===== config.mk =====
export PLATFORM = sky130hd
export DESIGN_NAME = piano_voice_select_flat
export DESIGN_NICKNAME = d
export VERILOG_FILES = /design/src/rtl/piano_voice_select_if.sv /design/src/rtl/piano_voice_select.sv /design/src/flat_wrapper.sv
export SDC_FILE = /design/constraint.sdc
export NUM_CORES = 1
export LEC_CHECK = 0
export BUFFER_PORTS_ARGS = -buffer_cell sky130_fd_sc_hd__buf_2
export CAP_MARGIN = 20
export CELL_PAD_IN_SITES_DETAIL_PLACEMENT = 1
export CELL_PAD_IN_SITES_GLOBAL_PLACEMENT = 2
export CORE_UTILIZATION = 35
export CTS_CLUSTER_DIAMETER = 150
export DETAILED_ROUTE_END_ITERATION = 10
export MAX_ROUTING_LAYER = met4
export PLACE_DENSITY_LB_ADDON = 0.1
export SYNTH_ARGS = -nofsm -noshare
export SYNTH_HDL_FRONTEND = slang
export SYNTH_SLANG_ARGS = --single-unit
export TNS_END_PERCENT = 30

===== constraint.sdc =====
create_clock -name clk -period 11.6 [get_ports clk]
set_input_delay 1.16 -clock clk [delete_from_list [all_inputs] [get_ports clk]]
set_output_delay 1.16 -clock clk [all_outputs]
set_load 0.1 [all_outputs]

===== src/rtl/piano_voice_select_if.sv =====
// piano_voice_select_if
//   Bundles the key/note inputs and the voice outputs of piano_voice_select.
//   Ports (signals):
//     keys       - raw asynchronous push buttons, bit i = note i
//     note_in    - per-note square waves, synchronous to clk
//     speaker    - registered audio output
//     busy       - voice FSM is not idle
//     active_key - index of the note sounding or sustaining
//     key_state  - debounced key levels
//   Modports: master (stimulus side), slave (piano_voice_select).
interface piano_voice_select_if #(
  parameter int NUM_KEYS = 8
);
  localparam int KEY_W = (NUM_KEYS > 1) ? $clog2(NUM_KEYS) : 1;

  logic [NUM_KEYS-1:0] keys;
  logic [NUM_KEYS-1:0] note_in;
  logic                speaker;
  logic                busy;
  logic [KEY_W-1:0]    active_key;
  logic [NUM_KEYS-1:0] key_state;

  modport master (
    output keys, note_in,
    input  speaker, busy, active_key, key_state
  );

  modport slave (
    input  keys, note_in,
    output speaker, busy, active_key, key_state
  );
endinterface


===== src/rtl/piano_voice_select.sv =====
// piano_voice_select
//   Synchronises and debounces the piano keys, picks one sounding key
//   (lowest index wins, held until released) and routes that note's
//   square wave to a registered speaker pin, with an optional sustain
//   tail after release.
//   Ports:
//     clk   - system clock
//     reset - asynchronous, active-high
//     bus   - piano_voice_select_if.slave (keys, note_in in;
//             speaker, busy, active_key, key_state out)
module piano_voice_select #(
  parameter int NUM_KEYS       = 8,
  parameter int DEB_CYCLES     = 1000000,
  parameter int SUSTAIN_CYCLES = 12500000
) (
  input  logic                  clk,
  input  logic                  reset,
  piano_voice_select_if.slave   bus
);

  localparam int KEY_W = (NUM_KEYS > 1) ? $clog2(NUM_KEYS) : 1;
  localparam int DEB_W = (DEB_CYCLES > 1) ? $clog2(DEB_CYCLES) : 1;
  localparam int SUS_W = (SUSTAIN_CYCLES > 1) ? $clog2(SUSTAIN_CYCLES) : 1;

  localparam logic [DEB_W-1:0] DEB_LAST = DEB_W'(DEB_CYCLES - 1);
  localparam logic [SUS_W-1:0] SUS_LAST =
    SUS_W'((SUSTAIN_CYCLES > 0) ? SUSTAIN_CYCLES - 1 : 0);
  localparam bit HAS_SUSTAIN = (SUSTAIN_CYCLES > 0);

  localparam logic [1:0] IDLE    = 2'd0;
  localparam logic [1:0] PLAY    = 2'd1;
  localparam logic [1:0] RELEASE = 2'd2;

  // ---------------------------------------------------------------
  // Two-flop synchroniser and per-key debounce
  // ---------------------------------------------------------------
  logic [NUM_KEYS-1:0] sync1;
  logic [NUM_KEYS-1:0] sync2;
  logic [NUM_KEYS-1:0] key_state;
  logic [DEB_W-1:0]    deb_cnt [NUM_KEYS];

  // NOTE: sequential state uses non-blocking assignments so every flop
  // samples the pre-edge value of its neighbours (sync1 -> sync2 shift).
  always_ff @(posedge clk or posedge reset) begin
    if (reset) begin
      sync1     <= '0;
      sync2     <= '0;
      key_state <= '0;
      // NOTE: deb_cnt is a small flop array, not RAM, so it can and must
      // be reset so held keys re-debounce from zero after reset.
      for (int i = 0; i < NUM_KEYS; i++) deb_cnt[i] <= '0;
    end else begin
      sync1 <= bus.keys;
      sync2 <= sync1;
      for (int i = 0; i < NUM_KEYS; i++) begin
        if (sync2[i] == key_state[i]) begin
          deb_cnt[i] <= '0;
        end else if (deb_cnt[i] == DEB_LAST) begin
          // DEB_CYCLES consecutive differing samples: accept the change.
          key_state[i] <= sync2[i];
          deb_cnt[i]   <= '0;
        end else begin
          deb_cnt[i] <= deb_cnt[i] + 1'b1;
        end
      end
    end
  end

  // ---------------------------------------------------------------
  // Voice FSM
  // ---------------------------------------------------------------
  function automatic logic [KEY_W-1:0] lowest_set(input logic [NUM_KEYS-1:0] v);
    logic [KEY_W-1:0] idx;
    idx = '0;
    for (int i = NUM_KEYS - 1; i >= 0; i--) begin
      if (v[i]) idx = KEY_W'(i);
    end
    return idx;
  endfunction

  logic [1:0]       state, state_nxt;
  logic [KEY_W-1:0] active_key, key_nxt;
  logic [SUS_W-1:0] sus_cnt, sus_nxt;
  logic             busy;
  logic             speaker;
  logic             any_key;

  assign any_key = |key_state;

  // NOTE: every output of this block gets a default first, so no path
  // leaves a variable unassigned and no latch is inferred.
  always_comb begin
    state_nxt = state;
    key_nxt   = active_key;
    sus_nxt   = sus_cnt;
    case (state)
      IDLE: begin
        if (any_key) begin
          state_nxt = PLAY;
          key_nxt   = lowest_set(key_state);
        end
      end
      PLAY: begin
        if (!key_state[active_key]) begin
          // The active bit is already 0, so any set bit is another key.
          if (any_key) begin
            key_nxt = lowest_set(key_state);
          end else if (HAS_SUSTAIN) begin
            state_nxt = RELEASE;
            sus_nxt   = '0;
          end else begin
            state_nxt = IDLE;
          end
        end
      end
      RELEASE: begin
        // A new press outranks the sustain timeout.
        if (any_key) begin
          state_nxt = PLAY;
          key_nxt   = lowest_set(key_state);
          sus_nxt   = '0;
        end else if (sus_cnt == SUS_LAST) begin
          state_nxt = IDLE;
          sus_nxt   = '0;
        end else begin
          sus_nxt = sus_cnt + 1'b1;
        end
      end
      default: begin
        state_nxt = IDLE;
      end
    endcase
  end

  always_ff @(posedge clk or posedge reset) begin
    if (reset) begin
      state      <= IDLE;
      active_key <= '0;
      sus_cnt    <= '0;
      busy       <= 1'b0;
      speaker    <= 1'b0;
    end else begin
      state      <= state_nxt;
      active_key <= key_nxt;
      sus_cnt    <= sus_nxt;
      busy       <= (state_nxt != IDLE);
      // Routed from the registered active_key: on a new selection the
      // speaker tracks the new note one clock after the FSM latches it.
      speaker    <= (state_nxt != IDLE) ? bus.note_in[active_key] : 1'b0;
    end
  end

  assign bus.speaker    = speaker;
  assign bus.busy       = busy;
  assign bus.active_key = active_key;
  assign bus.key_state  = key_state;

endmodule


===== src/flat_wrapper.sv =====
// flat-port wrapper written by rule: the top's interface ports become plain ports
module piano_voice_select_flat 
#(
  parameter int NUM_KEYS       = 8,
  parameter int DEB_CYCLES     = 1000000,
  parameter int SUSTAIN_CYCLES = 12500000
)
  (clk, reset, bus_keys, bus_note_in, bus_speaker, bus_busy, bus_active_key, bus_key_state);
  piano_voice_select_if #(.NUM_KEYS(NUM_KEYS)) bus_i ();
  input  logic clk;
  input  logic reset;
  input wire logic [$bits(bus_i.keys)-1:0] bus_keys;
  input wire logic [$bits(bus_i.note_in)-1:0] bus_note_in;
  output wire logic [$bits(bus_i.speaker)-1:0] bus_speaker;
  output wire logic [$bits(bus_i.busy)-1:0] bus_busy;
  output wire logic [$bits(bus_i.active_key)-1:0] bus_active_key;
  output wire logic [$bits(bus_i.key_state)-1:0] bus_key_state;
  assign bus_i.keys = bus_keys;
  assign bus_i.note_in = bus_note_in;
  assign bus_speaker = bus_i.speaker;
  assign bus_busy = bus_i.busy;
  assign bus_active_key = bus_i.active_key;
  assign bus_key_state = bus_i.key_state;
  piano_voice_select #(.NUM_KEYS(NUM_KEYS), .DEB_CYCLES(DEB_CYCLES), .SUSTAIN_CYCLES(SUSTAIN_CYCLES)) u_core (.clk(clk), .reset(reset), .bus(bus_i));
endmodule

# Word level (Yosys, flattened, before mapping)
# Cells that the tools add are included.
# Widths: inputs -> output; s select.
# word_totals
ff_bits,215
ram_bits,0
rom_bits,0
latch_bits,0
n_memories,0
out_inout_bits,13
# classes
mul,0
reduce_logical,16
div,0
shifts,0
mux,43
order_cmp,1
eq_ne,21
bitwise,8
addsub,9
# ops
op,n
$mux 20,16
$add 20x1->20 const B,8
$eq 20x20->1 const B,8
$mux 24,4
$pmux 24 s2,1
$mux 3,10
$add 24x1->24 const B,1
$eq 24x24->1 const B,1
$reduce_and 2->1,9
$mux 2,5
$eq 1x1->1,8
$not 1->1,8
$reduce_or 8->1,1
$bmux 1 s3,2
$pmux 2 s3,1
$pmux 3 s2,1
$reduce_bool 2->1,3
$lt 3x4->1 const B,1
$ne 2x2->1 const B,2
$mux 1,3
$reduce_and 3->1,1
$eq 2x1->1 const B,1
$eq 2x2->1 const B,1
$logic_not 2->1,1
$reduce_or 2->1,1

# Longest topological paths before layout
# Gate-level depths: netlist of run 1.
# logic_depth
word_depth,11
mapped_depth,8

# Worst setup path before layout of run 1
# Ideal clock, no wire load.
# synth_timing
path_kind,register to register
from,reg u_core.active_key[2] (netlist: u_core.bus.active_key[2])
to,reg u_core.active_key[0] (netlist: u_core.bus.active_key[0])
n_path_buf,0
arrival_ns,2.473
path_slack_ns,8.998
setup_time_ns,0.129
stages_incl_launch_ff,6
period_less_slack_ns,2.602
path_cell_list,dfrtp_1 mux4_2 nor3b_1 a311oi_2 nand2_1 mux2_1
# synth_via
elab_chain_cells,4
# synth_rtl
item,line,text
from (decl),piano_voice_select.sv:82,"logic [KEY_W-1:0] active_key, key_nxt;"
from (signal assigned),piano_voice_select.sv:144,active_key <= key_nxt;
$bmux 1 s3,piano_voice_select.sv:104,if (!key_state[active_key]) begin
$mux 1 (not written as such),piano_voice_select.sv:104,
$ne 2x2->1 (no line),n/a,
$reduce_and 2->1 (no line),n/a,
# Every way passes these cells. The select of a mux whose other input is x is not followed.
# A chain may end at the register's enable or synchronous reset.

# Final worst setup path of run 1
# layout_timing
from,reg u_core.key_state[7] (netlist: u_core.bus.key_state[7])
to,out bus_key_state[7]
# layout_rtl
item,line,text
from (decl),piano_voice_select.sv:39,logic [NUM_KEYS-1:0] key_state;
"from (signal, indexed assignment)",piano_voice_select.sv:60,key_state[i] <= sync2[i];
to (decl),flat_wrapper.sv:17,output wire logic [$bits(bus_i.key_state)-1:0] bus_key_state;
# No word-level cell between the ends.

==> results.md, run 1 <==
- Number of flops mapped to enable cells by yosys: 0
- PortBufs: 30
- Sequential cell fraction of total power: 0.480
- Total wire length after detailed routing: 22480 um
- Worst hold path class: reg -> reg
- Reg-to-Reg Start: u_core.bus.key_state[4]
- Number of max-cap violations: 0
- Maximum level of the CTS H-tree: 1
- VDD IR max: 0.0001011 V
- Flops & latches, synth: 215
- Launching element of the worst setup path: u_core.bus.key_state[7]
- Multiplexer share of the synthesized area: 0.01763
- Parity-gate share of the synthesized area counting xor and xnor cells: 0.1395
- Setup slack on the worst flop-to-flop path: 9.07 ns
- Number of vias after detailed routing: 7272
- Netlist area before placement: 10360 um2
- Final critical delay including setup and external delays: 2.749 ns
- Worst-case reg-to-reg path depth: 5
- Number of global-route vias before repair: 7740
- Total power per unit cell area: 136.4 nW/um2
- Switching power share of the total: 0.2202
- Endpoint class of the critical path: output port
- Hold Violations, Final: 0
- Clock tree root buffer cell: sky130_fd_sc_hd__clkbuf_16
- I/O pin count: 31
- Syn nets: 1056
- Crit. path cell count: 1
- Worst reg2reg endpoint: u_core.sus_cnt[6]
- Standard-cell rows: 62
- Required time of the worst setup path: 10.44 ns
- Final setup TNS: 0 ns
- Final worst path period share: 0.2370
- Synth-to-layout area growth: 13.19%
- Share of the synthesized area in compound gates (AO/OA/AOI/OAI): 0.02404
- Internal power component: 1.247 mW
- Commonest register cell after synthesis: sky130_fd_sc_hd__dfrtp_1
- Detail Placement HPWL: 14820 um
- Tightest hold margin: 0.3511 ns
- Kind of cell with the highest combined delay on the critical path: flip-flops
- Number of clock sinks: 215
- Finish-stage setup viols: 0
- Adder-cell share of the synthesized area: 0.01570
- Post-synthesis sequential area ratio: 0.5194
- Syn Inst Count: 1025
- Floorplan Core Area: 28940 um2
- Number of antenna violations at the first check in global routing: 1
- Clock insertion delay at the later pin of the skew report: 0.53 ns
- Library cells used by synthesis: 51
- Data arrival at the endpoint of the critical path: 1.59 ns
- GP Congestion: 0.7080
- Critical-path cell with the highest stage delay: sky130_fd_sc_hd__dfrtp_1
- Power after layout: 1.600 mW
- TritonCTS clock tree: yes
- Crit path launch type: flop
- Buffer count from post-CTS setup fixing: 0
- CTS buffer count: 27
- Count of warnings emitted by yosys: 0
- Global-route wire length before repair: 39850 um
- Cell-by-cell listing of the critical path: buf_2
- Worst rel slew slack: 0.3934
- Crit path to: bus_key_state[7]
- Number of design-rule violations left by the first detailed-router iteration: 284
- Overall global routing resource usage: 0.1621
- Synthesized-area fraction occupied by and/or/nand/nor cells: 0.2611
- Max Freq: 363.8 MHz
- Final ANT Viol Nets: 0
- Chip Width: 174.0 um
- Combinational family with the most area after synthesis: simple AND/OR/NAND/NOR gates
- Fraction of registers with async set or reset after synthesis: 1.000
- Largest driver fanout on the critical path: 8
- GRT Residual Overflow: 0
- Proportion of layout cells with a drive suffix above 1: 0.08744
- Mean cell area of the mapped netlist: 10.11 um2
- P_sw: 0.3523 mW
- Gate power share: 0.026
- Worst clock skew: 0.01110 ns
- Post_cts resized: 0
- Die outline area: 30290 um2
- Number of buffers added to fix hold violations after cts: 0
- Clock slew seen by the registers of the worst setup and hold paths: 0.06 ns
- Via density: 4.981
- Final nets: 1093
- Unrepaired setup endpoints after global routing: false
- Total count of max-transition violations in the final report: 0
- Fraction of power consumed by the clock network: 0.494
- Worst Max-Slew Pin Slew: 0.9099 ns
- Leakage Power: 4.953 nW
- Effective utilization at floorplan: 0.3580
- Maximum number of pins on one net before global-route repair: 87
- Critical path class: reg -> out
- Die height: 174.0 um
- Buffers and inverters on the worst path: 1
- Number of buffers on the longest clock path: 3
- Average wire per standard cell: 15.39 um
- # DRC: 0
- Outcome: finished, final reports clean
- Count of TritonRoute iterations in the first routing pass: 4
- Largest incremental delay on the critical path: 0.54 ns
## synthesized netlist by cell type (all sizes together), types with 20 or more instances
master,n,share of area
dfrtp,215,0.52
nand2,70,0.025
buf,20,0.0099
nor4,20,0.016
xnor2,89,0.075
nand3,58,0.028
nor2,202,0.074
nor3,22,0.011
xor2,76,0.064
and4,28,0.024
and3,22,0.013
inv,31,0.011
nand4,43,0.026
## metrics by stage
stage,worst slack (ns),util,instance area (um2),instances
2_1_floorplan,4.561,-,10360,1025
3_3_place_gp,8.824,0.3765,10890,1417
3_5_place_dp,8.809,0.3765,10890,1417
4_1_cts,8.786,0.4051,11720,1459
5_1_grt,8.772,0.4052,11730,1460
6_report,8.851,0.4052,11730,1460
## power groups by stage
stage / Clock, mW / Combinational (mW) / Sequential (mW)
CTS: 0.824 / 0.0448 / 0.768
finish: 0.790 / 0.0418 / 0.768
global route: 0.847 / 0.0505 / 0.770
detailed placement: 0 / 0.0447 / 0.782
floorplan: 0 / 0.0317 / 0.780
global placement: 0 / 0.0442 / 0.782
## cell families (layout without fill, tap and decap cells)
family                     count (synthesis)  after routing
AOI/OAI and AO/OA                         40             40
xor gates and xnor gates                 165            165
adders and majority gates                 13             13
buffers and inverters                     55            105
DFF                                      215            215
muxes                                     12             12
other                                      0              1
and+or+nand+nor                          525            525
## sequential cells by signal, indices dropped and copies added, names as in the netlist
name / count
u_core.deb_cnt: 160
u_core.sus_cnt: 24
u_core.bus.key_state: 8
u_core.sync1: 8
u_core.sync2: 8
u_core.bus.active_key: 3
u_core.state: 2
u_core.bus.busy: 1
u_core.bus.speaker: 1
## cell type report
class                           count  area (um2)
Tap cell                          384       480.5
Sequential cell                   215        5380
Antenna cell                        1       2.502
Timing Repair Buffer               32       165.2
Multi-Input combinational cell    755        4745
Inverter                           31       123.9
Fill cell                        3228       17210
Clock inverter                      2       13.76
Clock buffer                       40       814.5
## placed cells by master, fill, tap and decap left out, drive strengths merged, types with 13 or more instances in the layout
cell and n:
dfrtp 215, nor2 202, xnor2 89, xor2 76
nand2 70, nand3 58, nand4 43, clkbuf 40
inv 32, buf 32, and4 28, and3 22
nor3 22, nor4 20, a21oi 16, nor4b 15
ha 13
## worst min-delay path by stage
stage	cells past startpoint	to	slack, ns	startpoint
after floorplan	0	u_core.sync2[0]	0.33	u_core.sync1[0]
after global placement	0	u_core.sync2[7]	0.33	u_core.sync1[7]
after detailed placement	0	u_core.sync2[6]	0.34	u_core.sync1[6]
after CTS	0	u_core.sync2[6]	0.35	u_core.sync1[6]
after global routing	0	u_core.sync2[5]	0.36	u_core.sync1[5]
final	0	u_core.sync2[6]	0.35	u_core.sync1[6]
## routing by layer
layer,routed length [um],up-vias,GRT usage
met5,0,-,-
met4,493,0,0.03838
met3,571,36,0.02537
met2,10080,46,0.2477
met1,11330,3616,0.2254
li1,-,3574,-
Note: power is estimated with default switching activity, not from simulation.
==> run 2, diff against run 1 <==
==> constraint.sdc (replaced) <==
create_clock -name clk -period 2.55 [get_ports clk]
set_input_delay 0.255 -clock clk [delete_from_list [all_inputs] [get_ports clk]]
set_output_delay 0.255 -clock clk [all_outputs]
set_load 0.1 [all_outputs]
==> run 2 against run 1 <==
  * Utilization increased by 1.7 points
  * Routed wire length increased by 2.2%
  * Critical endpoint is now u_core.sus_cnt[11]
  * Clock skew increased by 0.0037 ns
  * Largest power group unchanged
  * Global-route usage increased by 0.13 points
  * Combinational power increased to 5.6 times the previous value
  * Cell count increased by 2.8%
==> results.md, run 2 (same netlist as run 1, synthesis figures left out) <==
- Power after layout: 7.810 mW (+390%)
- Synth-to-layout area growth: 17.95%
- PortBufs: 30 (unchanged)
- Worst clock skew: 0.01482 ns (+0.003725 ns)
- Die outline area: 30290 um2 (unchanged)
- DP Area: 11170 um2 (+2.5%)
- Number of buffers on the longest clock path: 3 (unchanged)
- Effective utilization at floorplan: 0.3580 (unchanged)
- VDD IR max: 0.0004611 V (+360%)
- Finish-stage setup viols: 0 (unchanged)
- Clock tree root buffer cell: sky130_fd_sc_hd__clkbuf_16
- Most frequent cells in the layout: sky130_fd_sc_hd__dfrtp_1, sky130_fd_sc_hd__nor2_1, sky130_fd_sc_hd__xnor2_1, sky130_fd_sc_hd__xor2_1, sky130_fd_sc_hd__nand2_1
- Number of global-route vias before repair: 7754 (+0.18%)
- Via density: 4.919 (-1.2%)
- GP Congestion: 0.7319 (+3.4%)
- Hold Violations, Final: 0 (unchanged)
- GR Util met1: 0.2200 (-0.005403)
- GRT Residual Overflow: 0 (unchanged)
- Worst Max-Slew Pin Slew: 0.5857 ns (-0.3242 ns)
- CTS buffer count: 26 (-3.7%)
- Number of flip-flops in the largest register: 160 (unchanged)
- Floorplan Core Area: 28940 um2 (unchanged)
- Clock slew seen by the registers of the worst setup and hold paths: 0.06 ns (about the same)
- Proportion of layout cells with a drive suffix above 1: 0.1119 (+0.02447)
- Total count of max-transition violations in the final report: 0 (unchanged)
- Largest registers: u_core.deb_cnt x160, u_core.sus_cnt x24
- Global-route wire length before repair: 40050 um (+0.50%)
- Most common library cell in the layout ignoring fill and taps: sky130_fd_sc_hd__dfrtp_1
- Standard-cell rows: 62 (unchanged)
- Chip Width: 174.0 um (unchanged)
- End-of-flow core utilization: 0.4223 (+0.01704)
- Data arrival at the endpoint of the critical path: 2.63 ns (+1.04 ns)
- Clock insertion delay at the later pin of the skew report: 0.53 ns (about the same)
- Number of vias after detailed routing: 7383 (+1.5%)
- Number of max-cap violations: 0 (unchanged)
- Final worst path period share: 0.8694
- Slack of the critical path: 0.3330 ns (-8.518 ns)
- Launching element of the worst setup path: u_core.bus.key_state[4]
- DP Worst Slack: 0.3664 ns (-8.442 ns)
- Unrepaired setup endpoints after global routing: false
- Reg-to-Reg Start: u_core.bus.key_state[4]
- Final nets: 1128 (+3.2%)
- Fillers: 3231 (+0.093%)
- Tightest hold margin: 0.3428 ns (-0.008369 ns)
- Number of antenna violations at the first check in global routing: 0 (-1)
- Overall global routing resource usage: 0.1634 (+0.001257)
- Worst hold path class: in -> async
- Total power per unit cell area: 639.2 nW/um2 (+370%)
- # DRC: 0 (unchanged)
- Fraction of met2 tracks used by global routing: 0.2602 (+0.01250)
- Post_cts resized: 0 (unchanged)
- M3 GR Usage: 0.02318 (-0.002187)
- Count of TritonRoute iterations in the first routing pass: 4 (unchanged)
- Final ANT Viol Nets: 0 (unchanged)
- Number of clock sinks: 215 (unchanged)
- Non-filler instance count after layout: 1501 (+2.8%)
- Crit path launch type: flop
- Required time of the worst setup path: 2.96 ns (-7.48 ns)
- I/O pin count: 31 (unchanged)
- Outcome: finished, final reports clean
- Global-route layer with the greatest usage: met2
- Worst rel slew slack: 0.6087 (+0.2153)
- Cell count after placement: 1444 (+1.9%)
- Final critical delay including setup and external delays: 2.217 ns
- Buffer count from post-CTS setup fixing: 0 (unchanged)
- Detail Placement HPWL: 15810 um (+6.7%)
- Maximum level of the CTS H-tree: 1 (unchanged)
- Number of antenna cells inserted: 0 (-1)
- Leakage Power: 5.211 nW (+5.2%)
- Maximum number of pins on one net before global-route repair: 50 (-43%)
- Register with the most flip-flops: u_core.deb_cnt
- Critical path class: reg -> reg
- Largest driver fanout on the critical path: 14 (+6)
- Area of all placed cells without fillers: 12220 um2 (+4.2%)
- Number of design-rule violations left by the first detailed-router iteration: 305 (+7.4%)
- Average wire per standard cell: 15.31 um (-0.56%)
- TritonCTS clock tree: yes
- Max Freq: 451.1 MHz
- Final setup TNS: 0 ns (unchanged)
- Total wire length after detailed routing: 22980 um (+2.2%)
- Die height: 174.0 um (unchanged)
- Endpoint class of the critical path: flop
run 2: changes by cell type in the layout (fill, tap and decap cells not counted), moves of 2 or more:
cell,delta
sky130_fd_sc_hd__dlygate4sd3_1,+9
sky130_fd_sc_hd__bufinv_16,+5
sky130_fd_sc_hd__buf_12,+6
sky130_fd_sc_hd__clkbuf_1,+2
sky130_fd_sc_hd__buf_4,+21
run 2: area by class of cell:
type,instances,area [um2],area share
Sequential cell,215,5380,0.4403
Multi-Input combinational cell,755,4745,0.3883
Clock buffer,40,783.3,0.06411
Timing Repair Buffer,68,533.0,0.04363
Tap cell,384,480.5,0.03932
Clock inverter,8,176.4,0.01444
Inverter,31,120.1,0.009831
run 2: repair_timing:
action	CTS	global route
endpoints found under the setup margin	0	0
hold buffers	9	0
hold endpoints to repair	21	0
run 2: worst max-delay path, stage by stage (launching register included):
cell and delay, ns:
sky130_fd_sc_hd__dfrtp_1 0.47, sky130_fd_sc_hd__or4_1 0.58, sky130_fd_sc_hd__o21ai_1 0.23, sky130_fd_sc_hd__nand2_1 0.35
sky130_fd_sc_hd__nor2_2 0.17, sky130_fd_sc_hd__buf_4 0.23, sky130_fd_sc_hd__nor2_1 0.08
run 2: path summary, 6_finish.rpt:
| path | to | slack [ns] | cells past startpoint |
|---|---|---|---|
| max | u_core.sus_cnt[11] | 0.33 | 6 |
| min | u_core.deb_cnt[75] | 0.34 | 3 |
| max reg2reg | u_core.sus_cnt[11] | 0.33 | 6 |
| min reg2reg | u_core.sync2[0] | 0.35 | 0 |
| max in group asynchronous | u_core.deb_cnt[100] | 1.55 | 4 |
| min in group clk | u_core.sync2[0] | 0.35 | 0 |
run 2: report_power, final:
group | internal (mW) | total [mW] | switching [mW]
Sequential | 3.46 | 3.49 | 0.0382
Combinational | 0.0850 | 0.234 | 0.149
Clock | 2.61 | 4.08 | 1.47
run 2: routing by layer:
layer | vias to the layer above | share of wire | wire length [um]
li1 | 3663 | - | -
met1 | 3640 | 0.49 | 11170
met2 | 49 | 0.47 | 10800
met3 | 31 | 0.024 | 558
met4 | 0 | 0.019 | 448
met5 | - | 0 | 0
==> run 3, diff against run 2 <==
--- a/config.mk
+++ b/config.mk
@@ -12,6 +12,7 @@
 export CORE_UTILIZATION = 35
 export CTS_CLUSTER_DIAMETER = 150
 export DETAILED_ROUTE_END_ITERATION = 10
+export GPL_TIMING_DRIVEN = 0
 export MAX_ROUTING_LAYER = met4
 export PLACE_DENSITY_LB_ADDON = 0.1
 export SYNTH_ARGS = -nofsm -noshare
==> run 3 against run 2 <==
  * Global-route usage is 0.32 points higher
  * Flip-flop and latch count stayed put
  * Via count is 0.93% higher
  * Utilization is 0.51 points lower
  * Die area stayed put
  * Register-to-register slack worse by 0.13 ns
  * Non-clock buffer count is 1 higher
==> results.md, run 3 (same netlist as run 1, synthesis figures left out) <==
- Number of flip-flops in the largest register: 160 (unchanged)
- Proportion of layout cells with a drive suffix above 1: 0.1098 (-0.002085)
- Number of max-cap violations: 0 (unchanged)
- Maximum number of pins on one net before global-route repair: 40 (-20%)
- Largest driver fanout on the critical path: 10 (-4)
- Clock tree root buffer cell: sky130_fd_sc_hd__clkbuf_16
- Number of antenna violations at the first check in global routing: 1 (+1)
- GP Congestion: 0.7274 (-0.61%)
- Data arrival at the endpoint of the critical path: 2.76 ns (+0.13 ns)
- Slack of the critical path: 0.2068 ns (-0.1262 ns)
- Final critical delay including setup and external delays: 2.343 ns (+0.1262 ns)
- Count of TritonRoute iterations in the first routing pass: 4 (unchanged)
- Die outline area: 30290 um2 (unchanged)
- Clock insertion delay at the later pin of the skew report: 0.54 ns (about the same)
- Average wire per standard cell: 15.34 um (+0.21%)
- Most common library cell in the layout ignoring fill and taps: sky130_fd_sc_hd__dfrtp_1
- Via density: 4.955 (+0.73%)
- Endpoint class of the critical path: flop
- Most frequent cells in the layout: sky130_fd_sc_hd__dfrtp_1, sky130_fd_sc_hd__nor2_1, sky130_fd_sc_hd__xnor2_1, sky130_fd_sc_hd__xor2_1, sky130_fd_sc_hd__nand2_1
- Total count of max-transition violations in the final report: 0 (unchanged)
- Die height: 174.0 um (unchanged)
- Worst clock skew: 0.01183 ns (-0.002995 ns)
- Total wire length after detailed routing: 23070 um (+0.41%)
- Standard-cell rows: 62 (unchanged)
- Unrepaired setup endpoints after global routing: false
- Number of global-route vias before repair: 7962 (+2.7%)
- Outcome: finished, final reports clean
- # DRC: 0 (unchanged)
- VDD IR max: 0.0004250 V (-7.8%)
- GRT Residual Overflow: 0 (unchanged)
- PortBufs: 30 (unchanged)
- Final worst path period share: 0.9189 (+0.04950)
- Clock slew seen by the registers of the worst setup and hold paths: 0.06 ns (about the same)
- Overall global routing resource usage: 0.1665 (+0.003158)
- I/O pin count: 31 (unchanged)
- Max Freq: 426.8 MHz (-5.4%)
- Finish-stage setup viols: 0 (unchanged)
- Final ANT Viol Nets: 0 (unchanged)
- Worst reg2reg endpoint: u_core.deb_cnt[134]
- Number of vias after detailed routing: 7452 (+0.93%)
- Effective utilization at floorplan: 0.3580 (unchanged)
- Buffer count from post-CTS setup fixing: 0 (unchanged)
- Number of antenna cells inserted: 0 (unchanged)
- Leakage Power: 5.143 nW (-1.3%)
- Worst-case reg-to-reg path depth: 8 (+2)
- Kind of cell with the highest combined delay on the critical path: simple AND/OR/NAND/NOR gates
- Worst rel slew slack: 0.4469 (-0.1618)
- Critical-path cell with the highest stage delay: sky130_fd_sc_hd__nor4_1
- CTS buffer count: 27 (+3.8%)
- CP dominant cell by count: sky130_fd_sc_hd__buf_2
- Buffers and inverters on the worst path: 2 (+1)
- Number of design-rule violations left by the first detailed-router iteration: 274 (-10%)
- Global-route wire length before repair: 40790 um (+1.9%)
- Number of buffers on the longest clock path: 3 (unchanged)
- Largest incremental delay on the critical path: 0.57 ns (about the same)
- Number of clock sinks: 215 (unchanged)
- Synth-to-layout area growth: 16.52%
- Worst Max-Slew Pin Slew: 0.8233 ns (+0.2376 ns)
- Crit path launch type: flop
- Critical path class: reg -> reg
- Worst hold path class: in -> async
- TritonCTS clock tree: yes
- End-of-flow core utilization: 0.4172 (-0.005102)
- Hold Violations, Final: 0 (unchanged)
- Total power per unit cell area: 617.0 nW/um2 (-3.5%)
- Required time of the worst setup path: 2.96 ns (about the same)
- Setup slack on the worst flop-to-flop path: 0.21 ns (-0.13 ns)
- Final nets: 1130 (+0.18%)
- DP Worst Slack: 0.1650 ns (-0.2015 ns)
- Maximum level of the CTS H-tree: 1 (unchanged)
- Register with the most flip-flops: u_core.deb_cnt
- Chip Width: 174.0 um (unchanged)
- Cell-by-cell listing of the critical path: ha_1 > and4_1 > nand2_1 > nor4_1 > or2_1 > buf_2 > buf_2 > nor2_1
- Largest registers: u_core.deb_cnt x160, u_core.sus_cnt x24
- Final setup TNS: 0 ns (unchanged)
- Floorplan Core Area: 28940 um2 (unchanged)
- Detail Placement HPWL: 15910 um (+0.64%)
- Reg-to-Reg Start: u_core.deb_cnt[120]
-- run 3: cell count changes in the layout (fill, tap and decap cells not counted), moves of 3 or more --
cell                        delta
sky130_fd_sc_hd__buf_2        +19
sky130_fd_sc_hd__buf_4        -22
sky130_fd_sc_hd__bufinv_16     -3
sky130_fd_sc_hd__clkbuf_1      +6
sky130_fd_sc_hd__clkbuf_8      -5
sky130_fd_sc_hd__clkinv_2      +7
-- run 3: timing repair --
item                                   CTS  global route
endpoints found under the hold margin   22             0
resized for setup                        0             1
hold buffers                             9             0
setup endpoints to repair                0            10
-- run 3: power breakdown --
group	switching (mW)	internal (mW)	total [mW]	leakage, nW
clock	1.48	2.24	3.72	0.432
combinational	0.150	0.0841	0.234	1.76
sequential	0.0391	3.46	3.50	2.95
-- run 3: how the worst max path moves through the flow --
| stage | cells past startpoint | from | end |
|---|---|---|---|
| floorplan | 1 | reset | u_core.bus.active_key[0] |
| global placement | 2 | reset | u_core.deb_cnt[113] |
| detailed placement | 8 | u_core.deb_cnt[120] | u_core.deb_cnt[134] |
| CTS | 8 | u_core.deb_cnt[120] | u_core.deb_cnt[134] |
| global route | 8 | u_core.deb_cnt[0] | u_core.deb_cnt[16] |
| finish | 8 | u_core.deb_cnt[120] | u_core.deb_cnt[134] |
-- run 3: metal layers --
metal | GRT usage | vias up | wire length (um)
met5 | - | - | 0
met4 | 0.04276 | 0 | 452
li1 | - | 3661 | -
met1 | 0.2240 | 3699 | 11330
met3 | 0.02384 | 37 | 562
met2 | 0.2637 | 55 | 10720
-- run 3: worst register-to-register path, stage by stage, from the launching register on --
cell and delay, ns:
sky130_fd_sc_hd__dfrtp_1 0.40, sky130_fd_sc_hd__ha_1 0.22, sky130_fd_sc_hd__and4_1 0.24, sky130_fd_sc_hd__nand2_1 0.09, sky130_fd_sc_hd__nor4_1 0.57, sky130_fd_sc_hd__or2_1 0.18, sky130_fd_sc_hd__buf_2 0.21, sky130_fd_sc_hd__buf_2 0.26
sky130_fd_sc_hd__nor2_1 0.08
-- run 3: through the flow --
| stage | hold slack [ns] | power, mW | area, um2 | std cells |
|---|---|---|---|---|
| 2_1_floorplan | 0.2864 | 3.693 | 10360 | 1025 |
| 3_3_place_gp | 0.3318 | 3.767 | 10990 | 1439 |
| 3_5_place_dp | 0.2605 | 3.792 | 11110 | 1445 |
| 4_1_cts | 0.2358 | 7.614 | 12060 | 1504 |
| 5_1_grt | 0.2713 | 7.768 | 12070 | 1504 |
| 6_report | 0.2606 | 7.447 | 12070 | 1504 |
-- run 3: layout make-up --
class / count / area (um2)
buffer: 24 / 117.6
clock buffer: 38 / 747.0
clock inverter: 12 / 113.9
fill: 3220 / 16860
inverter: 31 / 120.1
multi-input combinational: 755 / 4751
sequential: 215 / 5380
tap: 384 / 480.5
timing repair buffer: 45 / 360.3
